<file path="config.mk">
export PLATFORM = sky130hd
export DESIGN_NAME = posit_normalize_pipe
export DESIGN_NICKNAME = d
export VERILOG_FILES = /design/src/rtl/posit_defines.sv /design/src/rtl/shift_right.sv /design/src/rtl/posit_normalize_pipe.sv
export SDC_FILE = /design/constraint.sdc
export NUM_CORES = 1
export LEC_CHECK = 0
export BUFFER_PORTS_ARGS = -buffer_cell sky130_fd_sc_hd__buf_2
export CORE_UTILIZATION = 55
export DETAILED_ROUTE_END_ITERATION = 7
export GPL_TIMING_DRIVEN = 0
export PLACE_DENSITY_LB_ADDON = 0.08
export SETUP_SLACK_MARGIN = 0.5
export SYNTH_ARGS = -nofsm -noshare
export SYNTH_HDL_FRONTEND = slang
export SYNTH_HIERARCHICAL = 1
export SYNTH_SLANG_ARGS = --single-unit
</file>
<file path="constraint.sdc">
create_clock -name clk -period 5.1 [get_ports clk]
set_input_delay 0.51 -clock clk [delete_from_list [all_inputs] [get_ports clk]]
set_output_delay 0.51 -clock clk [all_outputs]
set_load 0.05 [all_outputs]
</file>
<file path="src/rtl/posit_defines.sv">
// Shared definitions for the posit normalize/encode pipeline.
// Holds the default posit geometry, constant functions for the special
// encodings (maxpos, minpos, NaR) and the per-stage flag payload.
package posit_defines;

   localparam int NBITS_DEF = 32;
   localparam int ES_DEF    = 2;
   localparam int MAX_W     = 64;

   // Flags that travel unchanged through every stage.
   typedef struct packed {
      logic sgn;
      logic inf;
      logic zero;
   } stage_flags_t;

   // Largest positive posit: 0 followed by all ones.
   function automatic logic [MAX_W-1:0] maxpos_word(input int nbits);
      maxpos_word = (MAX_W'(1) << (nbits - 1)) - MAX_W'(1);
   endfunction

   // Smallest positive posit: a single one in the lsb.
   function automatic logic [MAX_W-1:0] minpos_word(input int nbits);
      minpos_word = (nbits > 1) ? MAX_W'(1) : MAX_W'(0);
   endfunction

   // Not-a-Real: 1 followed by all zeros.
   function automatic logic [MAX_W-1:0] nar_word(input int nbits);
      nar_word = MAX_W'(1) << (nbits - 1);
   endfunction

endpackage

</file>
<file path="src/rtl/shift_right.sv">
// Logical right barrel shifter with a selectable fill bit.
// Ports:
//   data_in  - word to shift
//   shamt    - shift distance
//   fill     - bit shifted in at the top
//   data_out - shifted word
//   sticky   - OR of every bit shifted out of the bottom
module shift_right #(
   parameter int N       = 64,
   parameter int SHAMT_W = $clog2(N)
) (
   input  logic [N-1:0]       data_in,
   input  logic [SHAMT_W-1:0] shamt,
   input  logic               fill,
   output logic [N-1:0]       data_out,
   output logic               sticky
);

   logic [N-1:0] mask;

   always_comb begin
      data_out = N'({{N{fill}}, data_in} >> shamt);
      mask     = (N'(1) << shamt) - N'(1);
      sticky   = |(data_in & mask);
   end

endmodule

</file>
<file path="src/rtl/posit_normalize_pipe.sv">
// Three-stage posit normalize/round/encode pipeline.
//   S1: scale clamp, regime/exponent decode, pre-shift word assembly
//   S2: regime barrel shift, guard and sticky collection
//   S3: round-to-nearest-even, saturate, negate, special-case encode
// All stages advance together on en = ~s3_valid | out_ready, so a stalled
// output holds the whole pipe and bubbles are kept in place.
// Ports:
//   clk, reset            - clock, synchronous active-high reset
//   in_valid / in_ready   - input handshake (in_ready == en)
//   in_sgn, in_scale      - sign and two's-complement scale
//   in_fraction           - fraction, msb is the hidden bit
//   in_inf, in_zero       - NaR / zero flags
//   in_truncated          - sticky from upstream arithmetic
//   out_valid / out_ready - output handshake
//   out_result            - encoded posit
//   out_inf, out_zero     - result flags
//   out_inexact           - only with POSIT_NORM_INEXACT_EN: result was rounded
//                           or the scale was clamped
module posit_normalize_pipe
   import posit_defines::*;
#(
   parameter int NBITS   = NBITS_DEF,
   parameter int ES      = ES_DEF,
   parameter int SCALE_W = 9,
   parameter int FRAC_W  = 60
) (
   input  logic                      clk,
   input  logic                      reset,
   input  logic                      in_valid,
   output logic                      in_ready,
   input  logic                      in_sgn,
   input  logic signed [SCALE_W-1:0] in_scale,
   input  logic [FRAC_W-1:0]         in_fraction,
   input  logic                      in_inf,
   input  logic                      in_zero,
   input  logic                      in_truncated,
   output logic                      out_valid,
   input  logic                      out_ready,
   output logic [NBITS-1:0]          out_result,
   output logic                      out_inf,
   output logic                      out_zero
`ifdef POSIT_NORM_INEXACT_EN
   ,
   output logic                      out_inexact
`endif
);

   localparam int WORD_W  = 2 * NBITS;
   localparam int SHAMT_W = $clog2(WORD_W);
   // regime start pair + exponent + fraction without hidden bit
   localparam int FULL_W  = 2 + ES + FRAC_W - 1;

   localparam logic signed [SCALE_W-1:0] SCALE_HI = SCALE_W'((NBITS - 2) << ES);
   localparam logic signed [SCALE_W-1:0] SCALE_LO = SCALE_W'(-((NBITS - 2) << ES));

   localparam logic [NBITS-2:0] MAG_MAX = (NBITS-1)'(maxpos_word(NBITS));
   localparam logic [NBITS-2:0] MAG_MIN = (NBITS-1)'(minpos_word(NBITS));
   localparam logic [NBITS-1:0] NAR     = NBITS'(nar_word(NBITS));

   logic en;
   assign en       = ~out_valid | out_ready;
   assign in_ready = en;

   // The hidden bit is implied by the regime terminator and never encoded.
   logic unused_hidden;
   assign unused_hidden = in_fraction[FRAC_W-1];

   // ---------------- S1: clamp and decode ----------------
   logic signed [SCALE_W-1:0] scale_c;
   logic signed [SCALE_W-1:0] k1;
   logic [SCALE_W-1:0]        k_mag1;
   logic                      k_neg1;
   logic [FULL_W+WORD_W-1:0]  ext1;
   logic [WORD_W-1:0]         word1;
   logic                      lost1;

   always_comb begin
      scale_c = in_scale;
      if (in_scale > SCALE_HI)      scale_c = SCALE_HI;
      else if (in_scale < SCALE_LO) scale_c = SCALE_LO;
      k1     = scale_c >>> ES;
      k_neg1 = k1[SCALE_W-1];
      // Start the word with "10" (k>=0) or "01" (k<0) and shift right by k
      // or -k-1 with the run bit as fill; this yields the full regime run
      // plus its terminator without a separate run-length encoder.
      k_mag1 = k_neg1 ? ~k1 : k1;
      ext1   = {(k_neg1 ? 2'b01 : 2'b10), scale_c[ES-1:0],
                in_fraction[FRAC_W-2:0], {WORD_W{1'b0}}};
      word1  = ext1[FULL_W+WORD_W-1 -: WORD_W];
      lost1  = |ext1[FULL_W-1:0];
   end

   logic               s1_valid;
   stage_flags_t       s1_flags;
   logic [WORD_W-1:0]  s1_word;
   logic [SHAMT_W-1:0] s1_shamt;
   logic               s1_fill;
   logic               s1_sticky;

   // ---------------- S2: regime shift ----------------
   logic [WORD_W-1:0] shifted2;
   logic              shift_sticky2;

   shift_right #(.N(WORD_W)) u_shift (
      .data_in  (s1_word),
      .shamt    (s1_shamt),
      .fill     (s1_fill),
      .data_out (shifted2),
      .sticky   (shift_sticky2)
   );

   logic               s2_valid;
   stage_flags_t       s2_flags;
   logic [NBITS-2:0]   s2_mag;
   logic               s2_guard;
   logic               s2_sticky;

   // ---------------- S3: round and encode ----------------
   logic             inc3;
   logic [NBITS-1:0] sum3;
   logic [NBITS-2:0] mag3;
   logic [NBITS-1:0] res3;

   always_comb begin
      inc3 = s2_guard & (s2_sticky | s2_mag[0]);
      sum3 = {1'b0, s2_mag} + {{(NBITS-1){1'b0}}, inc3};
      mag3 = sum3[NBITS-1] ? MAG_MAX : sum3[NBITS-2:0];
      if (mag3 == '0) mag3 = MAG_MIN;
      res3 = {1'b0, mag3};
      if (s2_flags.sgn) res3 = ~res3 + NBITS'(1);
      if (s2_flags.inf)       res3 = NAR;
      else if (s2_flags.zero) res3 = '0;
   end

   // ---------------- registers ----------------
   always_ff @(posedge clk) begin
      if (reset) begin
         s1_valid   <= 1'b0;
         s2_valid   <= 1'b0;
         out_valid  <= 1'b0;
         out_result <= '0;
         out_inf    <= 1'b0;
         out_zero   <= 1'b0;
      end else if (en) begin
         s1_valid   <= in_valid;
         s2_valid   <= s1_valid;
         out_valid  <= s2_valid;
         out_result <= res3;
         out_inf    <= s2_flags.inf;
         out_zero   <= s2_flags.zero & ~s2_flags.inf;
      end
   end

   always_ff @(posedge clk) begin
      if (en) begin
         s1_flags  <= '{sgn: in_sgn, inf: in_inf, zero: in_zero};
         s1_word   <= word1;
         s1_shamt  <= SHAMT_W'(k_mag1);
         s1_fill   <= ~k_neg1;
         s1_sticky <= lost1 | in_truncated;
         s2_flags  <= s1_flags;
         s2_mag    <= shifted2[WORD_W-1 -: NBITS-1];
         s2_guard  <= shifted2[WORD_W-NBITS];
         s2_sticky <= (|shifted2[WORD_W-NBITS-1:0]) | shift_sticky2 | s1_sticky;
      end
   end

`ifdef POSIT_NORM_INEXACT_EN
   logic clamp1;
   logic s1_clamp;
   logic s2_clamp;

   assign clamp1 = (in_scale > SCALE_HI) | (in_scale < SCALE_LO);

   always_ff @(posedge clk) begin
      if (reset) begin
         s1_clamp    <= 1'b0;
         s2_clamp    <= 1'b0;
         out_inexact <= 1'b0;
      end else if (en) begin
         s1_clamp    <= clamp1;
         s2_clamp    <= s1_clamp;
         // Special values are exact by definition.
         out_inexact <= (s2_guard | s2_sticky | s2_clamp) & ~s2_flags.inf & ~s2_flags.zero;
      end
   end
`endif

endmodule
</file>
==> impl_metrics.py, run 1 <==
metrics = {
    "worst_hold_path": {
        "worstHoldStart": "in_fraction[17]",
        "hp-class": "input pin to flip-flop",
    },
    "cts": {
        "clock_latency_ps": 440,
        "clkTransAtPathRegs_ps": 70,
        "cts_buffer_depth": 2,
        "htree_levels": 4,
        "cts_tree": "built",
        "cts_root_buf": "clkbuf_16",
        "cts_buffers": 17,
        "hold_buffers": 0,
        "cts.sinks": 146,
    },
    "detailed_routing": {
        "num_vias": 12600,
        "drc": 0,
        "ant_nets": 0,
        "wl_per_cell_um": 25.9,
        "wirelength_um": 47200,
        "via_per_inst": 6.90,
        "drt_pass1_iterations": 6,
        "first_iter_violations": 1790,
    },
    "die": {
        "dieArea_um2": 23400,
        "start_util_pct": 56.6,
        "die_y_um": 153,
        "core_area_um2": 22100,
        "die_w_um": 153,
        "io-pin-count": 113,
        "row_count": 54,
    },
    "synthesis": {
        "synth_cells": 1396,
        "synthDistinctLibCells": 84,
        "avgSynthCellArea_um2": 8.96,
        "yosys_register_bits": 146,
        "synthFlopType": "edfxtp_1",
        "ys_warn_count": 6,
        "synth_area_leaders": "edfxtp_1, mux4_2, dfxtp_1",
        "yosysSeqAreaShare_pct": 32.1,
        "synth_edf_count": 109,
        "synthArstFlopShare_pct": 0,
        "synth.most_common_cell": "nand2_1",
        "synth_top_area_share_pct": 26.2,
        "syn-cell-area_um2": 12500,
        "synth_common_cells": "nand2_1, nor2_1, edfxtp_1",
        "yosysTopAreaCell": "edfxtp_1",
    },
    "cells_and_area": {
        "post-route-util_pct": 64.9,
        "num_antenna_cells": 0,
        "drive_gt1_share_pct": 24.2,
        "area_delta_synth_final_pct": 14.6,
        "fillers": 1895,
        "fin_nets": 1613,
    },
    "critical_path": {
        "r2r_setup_slack_ps": 530,
        "crit_top_cell": "clkbuf_4",
        "worstSetupPathType": "flip-flop to flip-flop",
        "crit_required_ps": 5270,
        "critical-path-slowest-cell": "or4_4",
        "start_kind": "flip-flop",
        "timing.rr.start": "s1_shamt[5]",
        "crit_chain": "clkbuf_4 > clkbuf_4 > clkbuf_4 > or4_4 > ha_4 > buf_6 > xnor2_2 > o22ai_2 > a2111oi_2 > nand4_1 > nor4_4 > nand3_2 > nor4_4 > nand4_1 > nor2_1 > nand3_1",
        "worstPathMaxFanout": 10,
        "path_delay_family": "simple AND/OR/NAND/NOR gates",
        "endpoint_kind": "flip-flop",
        "cp.arrival_ps": 4730,
        "critPathMaxStageDelay_ps": 570,
        "worstSetupStartpoint": "s1_shamt[5]",
        "cp_num_buf_inv": 4,
    },
    "timing": {
        "final_max_slew_viol_count": 0,
        "period_share_pct": 89.5,
        "fin_crit_ps": 4570,
        "slew_headroom_pct": 19.9,
        "fin_tns_setup_ps": 0,
        "timing.final.ws_setup_ps": 534,
        "finalSetupViolations": 0,
        "rsz0062_at_grt": "false",
        "worst_clock_skew_ps": 15.6,
        "timing.hold.ws_ps": 242,
        "fmax_mhz": 219,
        "tightest_slew_ps": 1190,
        "hold_violations": 0,
    },
    "power_and_ir_drop": {
        "power.leakage_uw": 0.00534,
        "power_density_nw_per_um2": 370,
        "peakVddDrop_mv": 0.205,
    },
    "global_route": {
        "grt_max_degree": 117,
        "track_usage_pct": 40.6,
        "grtUsageMet2_pct": 66.7,
        "use_met3_pct": 9.44,
        "grtUsageMet1_pct": 48.3,
        "grt_pass1_vias": 11900,
        "grt.overflow.total": 0,
        "busiest_layer": "met2",
        "grt_pass1_wl_um": 71100,
        "grt_antenna_before_repair": 0,
    },
    "placed_design": {
        "gp_congestion": 1.02,
        "post-place-ws_ps": -690,
        "portBuffers": 110,
        "dp_hpwl_um": 35900,
    },
    "run": {
        "cap_violations": 0,
    },
    "run_status": {
        "status": "finished clean",
    },
}
==> metrics by stage <==
stage,instance area [um2],total power (uW),cells
2_1_floorplan,12500,3190,1397
3_3_place_gp,13400,3860,1787
3_5_place_dp,13500,3860,1788
4_1_cts,14200,5150,1821
5_1_grt,14300,5500,1824
6_report,14300,5310,1824
==> cell usage in the layout (no fill, tap or decap), types with 20 or more instances in the layout <==
cell type,n
mux2i_1,69
nor2_1,123
nand2_1,180
clkbuf_1,43
buf_2,147
nand4_1,23
nand3_1,37
mux4_2,58
nor3_1,25
o21ai_1,52
a21oi_1,57
mux2_2,43
edfxtp_1,109
o21ai_0,88
inv_1,20
xnor2_1,43
dfxtp_1,37
o21a_1,28
xor2_1,22
==> path summary, 6_finish.rpt <==
path,cells after the start,end
worst max-delay path,16,s2_sticky
worst min-delay path,1,s1_word[18]
worst max register to register,16,s2_sticky
worst min register to register,0,s2_flags[0]
==> cells by family after synthesis <==
| kind of cell | count (synthesis) | share of synthesized area (%) |
|---|---|---|
| AO/OA/AOI/OAI | 350 | 17.4 |
| multiplexers | 170 | 19.8 |
| adder cells (fa/ha/maj) | 5 | 0.500 |
| flip-flops | 146 | 32.1 |
| buffers and inverters | 143 | 5.34 |
| other | 1 | 0.0300 |
| AND/OR/NAND/NOR | 514 | 20.1 |
| XOR/XNOR | 67 | 4.69 |
==> power by group <==
part | total, uW | internal (uW) | switching (uW)
logic | 2460 | 914 | 1540
registers | 1580 | 1440 | 149
clock network | 1260 | 676 | 589
==> routing by layer <==
metal  share of wire, %  wire length [um]
met5               0.11                50
met4                6.8              3190
met3                 10              4910
met2                 46             21700
met1                 37             17300
==> worst reg2reg max path, delay by kind of cell, from the launching register on <==
family | cells | cell delay (ps)
AND/OR/NAND/NOR | 8 | 2080
buffers and inverters | 4 | 880
adder cells (fa/ha/maj) | 1 | 230
AO/OA/AOI/OAI | 2 | 470
XOR/XNOR | 1 | 170
flip-flops | 1 | 470
==> timing repair <==
action	in CTS	in global routing
cloned	0	0
gates resized for setup	29	44
buffers inserted	1	3
setup endpoints to repair	17	16
pin swaps	5	15
==> cell type report <==
| type | count | area, um2 | area share, % |
|---|---|---|---|
| Clock buffer | 18 | 450 | 3.14 |
| Multi-Input combinational cell | 1108 | 8070 | 56.2 |
| Clock inverter | 14 | 131 | 0.916 |
| Tap cell | 280 | 350 | 2.44 |
| Sequential cell | 146 | 4010 | 28.0 |
| Timing Repair Buffer | 115 | 608 | 4.24 |
| Buffer | 119 | 624 | 4.35 |
| Inverter | 24 | 95.1 | 0.663 |
==> registers in the layout, summed over array words and instances, names as in the netlist <==
register and count:
out_inf 1, out_result 32, out_valid 1, out_zero 1
s1_fill 1, s1_flags 3, s1_shamt 6, s1_sticky 1
s1_valid 1, s1_word 62, s2_flags 3, s2_guard 1
s2_mag 31, s2_sticky 1, s2_valid 1
No activity file was read; power rests on OpenSTA's default activity.
==> inputs of run 2 (changes only) <==
CORE_UTILIZATION = 50   (was 55)
==> run 2 against run 1 <==
Compared with the run above: the run now ends with DRC left; non-clock buffer count decreased by 3; sequential cell count unchanged; final area decreased by 0.31%; cell count increased by 2.2%; clock-buffer cell count unchanged; first-iteration DRC count about the same; critical endpoint unchanged.
==> impl_metrics.py, run 2 (synthesis results as in run 1) <==
metrics = {
    "run_status": {
        "status": "complete, but fails checks",
        "violations": "DRC",
    },
    "cts": {
        "clkTransAtPathRegs_ps": 80,
        "clock_latency_ps": 440,
        "cts_root_buf": "clkbuf_16",
        "htree_levels": 4,
        "cts_buffers": 17,
        "cts_tree": "built",
        "cts_buffer_depth": 2,
        "hold_buffers": 0,
        "cts.sinks": 146,
    },
    "global_route": {
        "track_usage_pct": 36.9,
        "grt_pass1_vias": 11500,
        "grt_pass1_wl_um": 70900,
        "grt_max_degree": 111,
        "grt.overflow.total": 0,
        "grt_antenna_before_repair": 0,
    },
    "critical_path": {
        "crit_required_ps": 5260,
        "critical-path-slowest-cell": "or4_1",
        "critPathMaxStageDelay_ps": 540,
        "cp_num_buf_inv": 6,
        "worstSetupPathType": "flip-flop to flip-flop",
        "worstPathMaxFanout": 10,
        "path_delay_family": "simple AND/OR/NAND/NOR gates",
        "crit_chain": "buf_6 > buf_2 > buf_6 > buf_4 > clkbuf_8 > or4_1 > ha_2 > buf_4 > o21ai_2 > a2bb2o_1 > a211oi_2 > o211ai_1 > nor4_2 > nand3_2 > nor4_4 > nand4_1 > nor2_2 > nand3_1",
        "start_kind": "flip-flop",
        "endpoint_kind": "flip-flop",
        "cp.arrival_ps": 4650,
    },
    "timing": {
        "fmax_mhz": 223,
        "finalSetupViolations": 0,
        "hold_violations": 0,
        "final_max_slew_viol_count": 0,
        "rsz0062_at_grt": "false",
        "fin_crit_ps": 4490,
        "worst_clock_skew_ps": 16.1,
        "timing.final.ws_setup_ps": 607,
        "tightest_slew_ps": 1100,
        "period_share_pct": 88.1,
        "fin_tns_setup_ps": 0,
        "slew_headroom_pct": 25.7,
    },
    "placed_design": {
        "dp_hpwl_um": 36100,
        "portBuffers": 110,
        "gp_congestion": 1.04,
        "post-place-ws_ps": -581,
    },
    "detailed_routing": {
        "first_iter_violations": 1791,
        "ant_nets": 0,
        "wirelength_um": 47600,
        "wl_per_cell_um": 25.5,
        "num_vias": 12600,
        "drt_pass1_iterations": 8,
        "drc": 1,
        "via_per_inst": 6.73,
    },
    "cells_and_area": {
        "drive_gt1_share_pct": 23.7,
        "fin_nets": 1610,
        "top_register": "s1_word",
        "largest_register_ffs": 62,
        "post-route-util_pct": 58.4,
        "area_delta_synth_final_pct": 14.2,
        "final_common_cell": "nand2_1",
        "fillers": 2141,
        "num_antenna_cells": 0,
        "top_regs": "s1_word x62, out_result x32, s2_mag x31",
        "layout_common_cells": "nand2_1, buf_2, nor2_1",
    },
    "worst_hold_path": {
        "hp-class": "input pin to flip-flop",
    },
    "die": {
        "start_util_pct": 51.2,
        "die_y_um": 160,
        "die_w_um": 160,
        "io-pin-count": 113,
        "row_count": 57,
        "dieArea_um2": 25700,
        "core_area_um2": 24500,
    },
    "power_and_ir_drop": {
        "power.leakage_uw": 0.00530,
        "power_density_nw_per_um2": 371,
        "finalPower_uw": 5300,
        "peakVddDrop_mv": 0.185,
    },
    "run": {
        "cap_violations": 0,
    },
}
==> run 2: cell count changes in the layout (fill, tap and decap cells not counted), moves of 3 or more <==
cell / delta
buf_2: +4
buf_4: -4
o31ai_1: +4
o31ai_2: -4
inv_8: +3
nor4_2: +3
==> run 2: worst reg2reg max path, cell delays in order (launching register included) <==
cell and delay [ps]:
edfxtp_1 380, buf_6 150, buf_2 180, buf_6 180
buf_4 200, clkbuf_8 190, or4_1 550, ha_2 240
buf_4 210, o21ai_2 90, a2bb2o_1 310, a211oi_2 160
o211ai_1 210, nor4_2 350, nand3_2 200, nor4_4 220
nand4_1 140, nor2_2 110, nand3_1 130
==> run 2: final cells by class <==
class / instances / area (um2) / area share, %
multi-input combinational: 1108 / 8010 / 56.0
inverter: 24 / 95.1 / 0.665
buffer: 119 / 609 / 4.26
tap: 324 / 405 / 2.84
clock buffer: 18 / 450 / 3.15
sequential: 146 / 4010 / 28.1
clock inverter: 14 / 126 / 0.884
timing repair buffer: 112 / 586 / 4.10
==> run 2: through the flow <==
step | cells | hold slack, ps | instance area, um2
detailed placement | 1832 | 411 | 13500
finish | 1865 | 238 | 14300
global route | 1865 | 228 | 14300
CTS | 1865 | 235 | 14200
global placement | 1831 | 403 | 13500
floorplan | 1397 | 400 | 12500
==> run 2: where the power goes <==
| group | total (uW) | switching [uW] | internal, uW |
|---|---|---|---|
| logic | 2440 | 1540 | 902 |
| clock network | 1280 | 599 | 676 |
| registers | 1590 | 155 | 1440 |
| total | 5300 | 2290 | 3010 |
==> run 2: per-layer routing <==
layer | share of wire, % | vias to the layer above | wire length (um) | track usage, %
li1 | - | 5496 | - | -
met1 | 37 | 5799 | 17800 | 44.2
met2 | 46 | 999 | 21800 | 61.6
met3 | 9.6 | 260 | 4570 | 7.82
met4 | 7.2 | 0 | 3410 | 20.9
met5 | 0 | - | 0 | 0
==> run 2: path summary, 6_finish.rpt <==
| check | from | to | slack, ps | cells after the start |
|---|---|---|---|---|
| setup / recovery | s1_shamt[3] | s2_sticky | 610 | 18 |
| setup reg to reg | s1_shamt[3] | s2_sticky | 610 | 18 |
| hold reg to reg | s1_flags[2] | s2_flags[2] | 420 | 0 |
| hold / removal | in_fraction[1] | s1_word[2] | 240 | 1 |
==> run 2: timing repair <==
item	CTS	global route
cloned	0	0
setup endpoints to repair	17	15
setup buffers	1	0
pin swaps	5	10
gates resized for setup	22	31
==> inputs of run 3 (changes only) <==
ABC_AREA = 1   (was default)
clock period = 3.7 ns   (was 5.1 ns; I/O delays follow)
==> run 3 against run 2 <==
Compared with the run above: the run ends with setup timing left; sequential cell count did not move; sequential share of layout area fell by 4.6 points; synthesized cell count rose by 64%; critical path depth rose by 12; die area rose by 13%; global-route usage rose by 4.6 points; clock power rose by 37%; final area rose by 20%; worst hold slack got worse by 150 ps; core utilization rose by 3.0 points; critical endpoint is now out_result[4]; highest routed layer unchanged.
==> impl_metrics.py, run 3 <==
metrics = {
    "synthesis": {
        "synthArstFlopShare_pct": 0,
        "synth_area_leaders": "edfxtp_1, nand2_1, nand3_1",
        "synthDistinctLibCells": 55,
        "synth_top_area_share_pct": 23.0,
        "synthFlopType": "edfxtp_1",
        "synth_cells": 2284,
        "synth.most_common_cell": "nand2_1",
        "yosysSeqAreaShare_pct": 28.2,
        "synth_common_cells": "nand2_1, nor2_1, nand3_1",
        "yosys_register_bits": 146,
        "syn-cell-area_um2": 14200,
        "synth_edf_count": 109,
        "yosysTopAreaCell": "edfxtp_1",
        "ys_warn_count": 6,
        "avgSynthCellArea_um2": 6.22,
    },
    "worst_hold_path": {
        "worstHoldStart": "in_fraction[26]",
        "hp-class": "input pin to flip-flop",
        "hold_depth": 1,
        "hold_end": "s1_word[27]",
    },
    "timing": {
        "fmax_mhz": 270,
        "finalSetupViolations": 1,
        "hold_violations": 0,
        "final_max_slew_viol_count": 0,
        "worst_clock_skew_ps": 13.3,
        "rsz0062_at_grt": "true",
        "slew_headroom_pct": 46.7,
        "fin_crit_ps": 3700,
        "timing.final.ws_setup_ps": -1.47,
        "period_share_pct": 100,
        "tightest_slew_ps": 800,
    },
    "global_route": {
        "grt.overflow.total": 0,
        "grt_pass1_vias": 15900,
        "grt_pass1_wl_um": 90100,
        "grt_antenna_before_repair": 1,
        "grt_max_degree": 48,
        "track_usage_pct": 41.5,
    },
    "critical_path": {
        "critPathMaxStageDelay_ps": 360,
        "r2r-end": "out_result[4]",
        "start_kind": "flip-flop",
        "timing.rr.start": "s2_mag[0]",
        "crit_required_ps": 4020,
        "endpoint_kind": "flip-flop",
        "cp_num_buf_inv": 10,
        "cp.arrival_ps": 4020,
        "worstRegToRegCells": 30,
        "path_depth": 30,
        "critical-path-slowest-cell": "edfxtp_1",
        "worstSetupPathType": "flip-flop to flip-flop",
        "path_delay_family": "simple AND/OR/NAND/NOR gates",
        "r2r_setup_slack_ps": -1,
        "crit_top_cell": "buf_4",
        "worstPathMaxFanout": 5,
    },
    "cts": {
        "cts_root_buf": "clkbuf_16",
        "hold_buffers": 0,
        "cts.sinks": 146,
        "cts_tree": "built",
        "clock_latency_ps": 450,
        "cts_buffers": 17,
        "clkTransAtPathRegs_ps": 70,
        "htree_levels": 4,
        "cts_buffer_depth": 2,
    },
    "run_status": {
        "violations": "setup timing",
        "status": "complete, but fails checks",
    },
    "cells_and_area": {
        "ff_latch_area_um2": 4020,
        "top_regs": "s1_word x62, out_result x32, s2_mag x31",
        "finalInstanceArea_um2": 17100,
        "layout_common_cells": "nand2_1, nor2_1, nand3_1",
        "fillers": 2651,
        "top_register": "s1_word",
        "multiInputGateArea_um2": 9560,
        "drive_gt1_share_pct": 20.1,
        "largest_register_ffs": 62,
        "fin_nets": 2570,
        "final_common_cell": "nand2_1",
        "num_antenna_cells": 0,
        "area_delta_synth_final_pct": 20.4,
    },
    "detailed_routing": {
        "first_iter_violations": 2448,
        "drt_pass1_iterations": 7,
        "via_per_inst": 6.14,
        "ant_nets": 0,
        "wl_per_cell_um": 21.5,
        "drc": 0,
        "num_vias": 17700,
        "wirelength_um": 62000,
    },
    "die": {
        "io-pin-count": 113,
        "die_y_um": 171,
        "core_area_um2": 27900,
        "row_count": 61,
        "die_w_um": 171,
        "start_util_pct": 51.0,
        "dieArea_um2": 29100,
    },
    "placed_design": {
        "dp_hpwl_um": 48800,
        "dpl-instance-area_um2": 15300,
        "gp_congestion": 1.03,
        "portBuffers": 110,
    },
    "power_and_ir_drop": {
        "pwr-share-clk_pct": 18.1,
        "p_seq_share_pct": 23.5,
        "power.share.combinational_pct": 58.4,
        "switching_share_pct": 52.1,
        "p_int_uw": 4620,
        "power_density_nw_per_um2": 563,
        "finalPower_uw": 9640,
        "peakVddDrop_mv": 0.322,
        "power_switching_uw": 5030,
        "power.leakage_uw": 0.00831,
    },
    "run": {
        "cap_violations": 0,
    },
}
==> run 3: cell families after synthesis <==
kind of cell               count (synthesis)  share of synthesized area [%]
adders and majority gates                  5                          0.440
AOI/OAI and AO/OA                        348                           13.3
muxes                                     36                           2.53
other                                      1                         0.0264
and+or+nand+nor                         1438                           45.8
buffers and inverters                    298                           8.97
DFF                                      146                           28.2
xor gates and xnor gates                  12                          0.739
==> run 3: how the worst max path moves through the flow <==
stage                            from        endpoint  slack, ps
after floorplan             s2_mag[0]  out_result[26]        400
after CTS                 s1_shamt[0]       s2_sticky        110
after global placement    s1_shamt[5]       s2_sticky       -330
final                       s2_mag[0]   out_result[4]         -1
after global routing        s2_mag[0]  out_result[26]       -200
after detailed placement  s1_shamt[5]       s2_sticky       -380
==> run 3: power groups by stage <==
stage | sequential, uW | clock (uW) | combinational [uW]
finish | 2270 | 1750 | 5630
global placement | 2290 | 0 | 4800
global route | 2280 | 1820 | 5980
floorplan | 2270 | 0 | 3280
CTS | 2260 | 1750 | 5100
detailed placement | 2290 | 0 | 4830
==> run 3: through the flow <==
step                utilization [%]  setup TNS, ps  cells  hold WS (ps)  setup slack [ps]
global placement               54.9          -1090   2773           403              -333
CTS                            59.1              0   2843          84.5               106
global route                   61.5          -1350   2879          85.0              -198
floorplan                         -              0   2285           400               402
detailed placement             55.1          -2040   2775           411              -375
finish                         61.5          -1.47   2879          90.1             -1.47
==> run 3: routing by layer <==
metal  vias to the layer above  part of all wire, %  track usage, %
met5                         -                    0               0
met4                         0                  7.5            28.3
met3                       316                  9.4            7.68
met2                      1248                   46            68.9
met1                      8022                   37            48.8
li1                       8080                    -               -
==> run 3: worst reg2reg max path: cells and delay by family (launching register included) <==
kind            cells  cell delay (ps)
simple gates       15             1600
buf+inv            10              830
fa+ha+maj           3              510
flops               1              360
compound gates      2              240
==> run 3: timing repair <==
item	CTS	global route
resized for setup	79	155
endpoints found under the setup margin	18	26
setup buffers	36	35
cloned	0	1
hold endpoints to repair	0	0
pin swaps	50	72
==> run 3: cell type report <==
type / instances / share of cell area [%]
inverters: 175 / 3.92
plain buffers: 123 / 3.86
clock inverters: 14 / 0.804
clock buffers: 18 / 2.51
flip-flops and latches: 146 / 23.5
multi-input cells: 1841 / 55.8
repair buffers: 184 / 6.86
well taps: 378 / 2.76
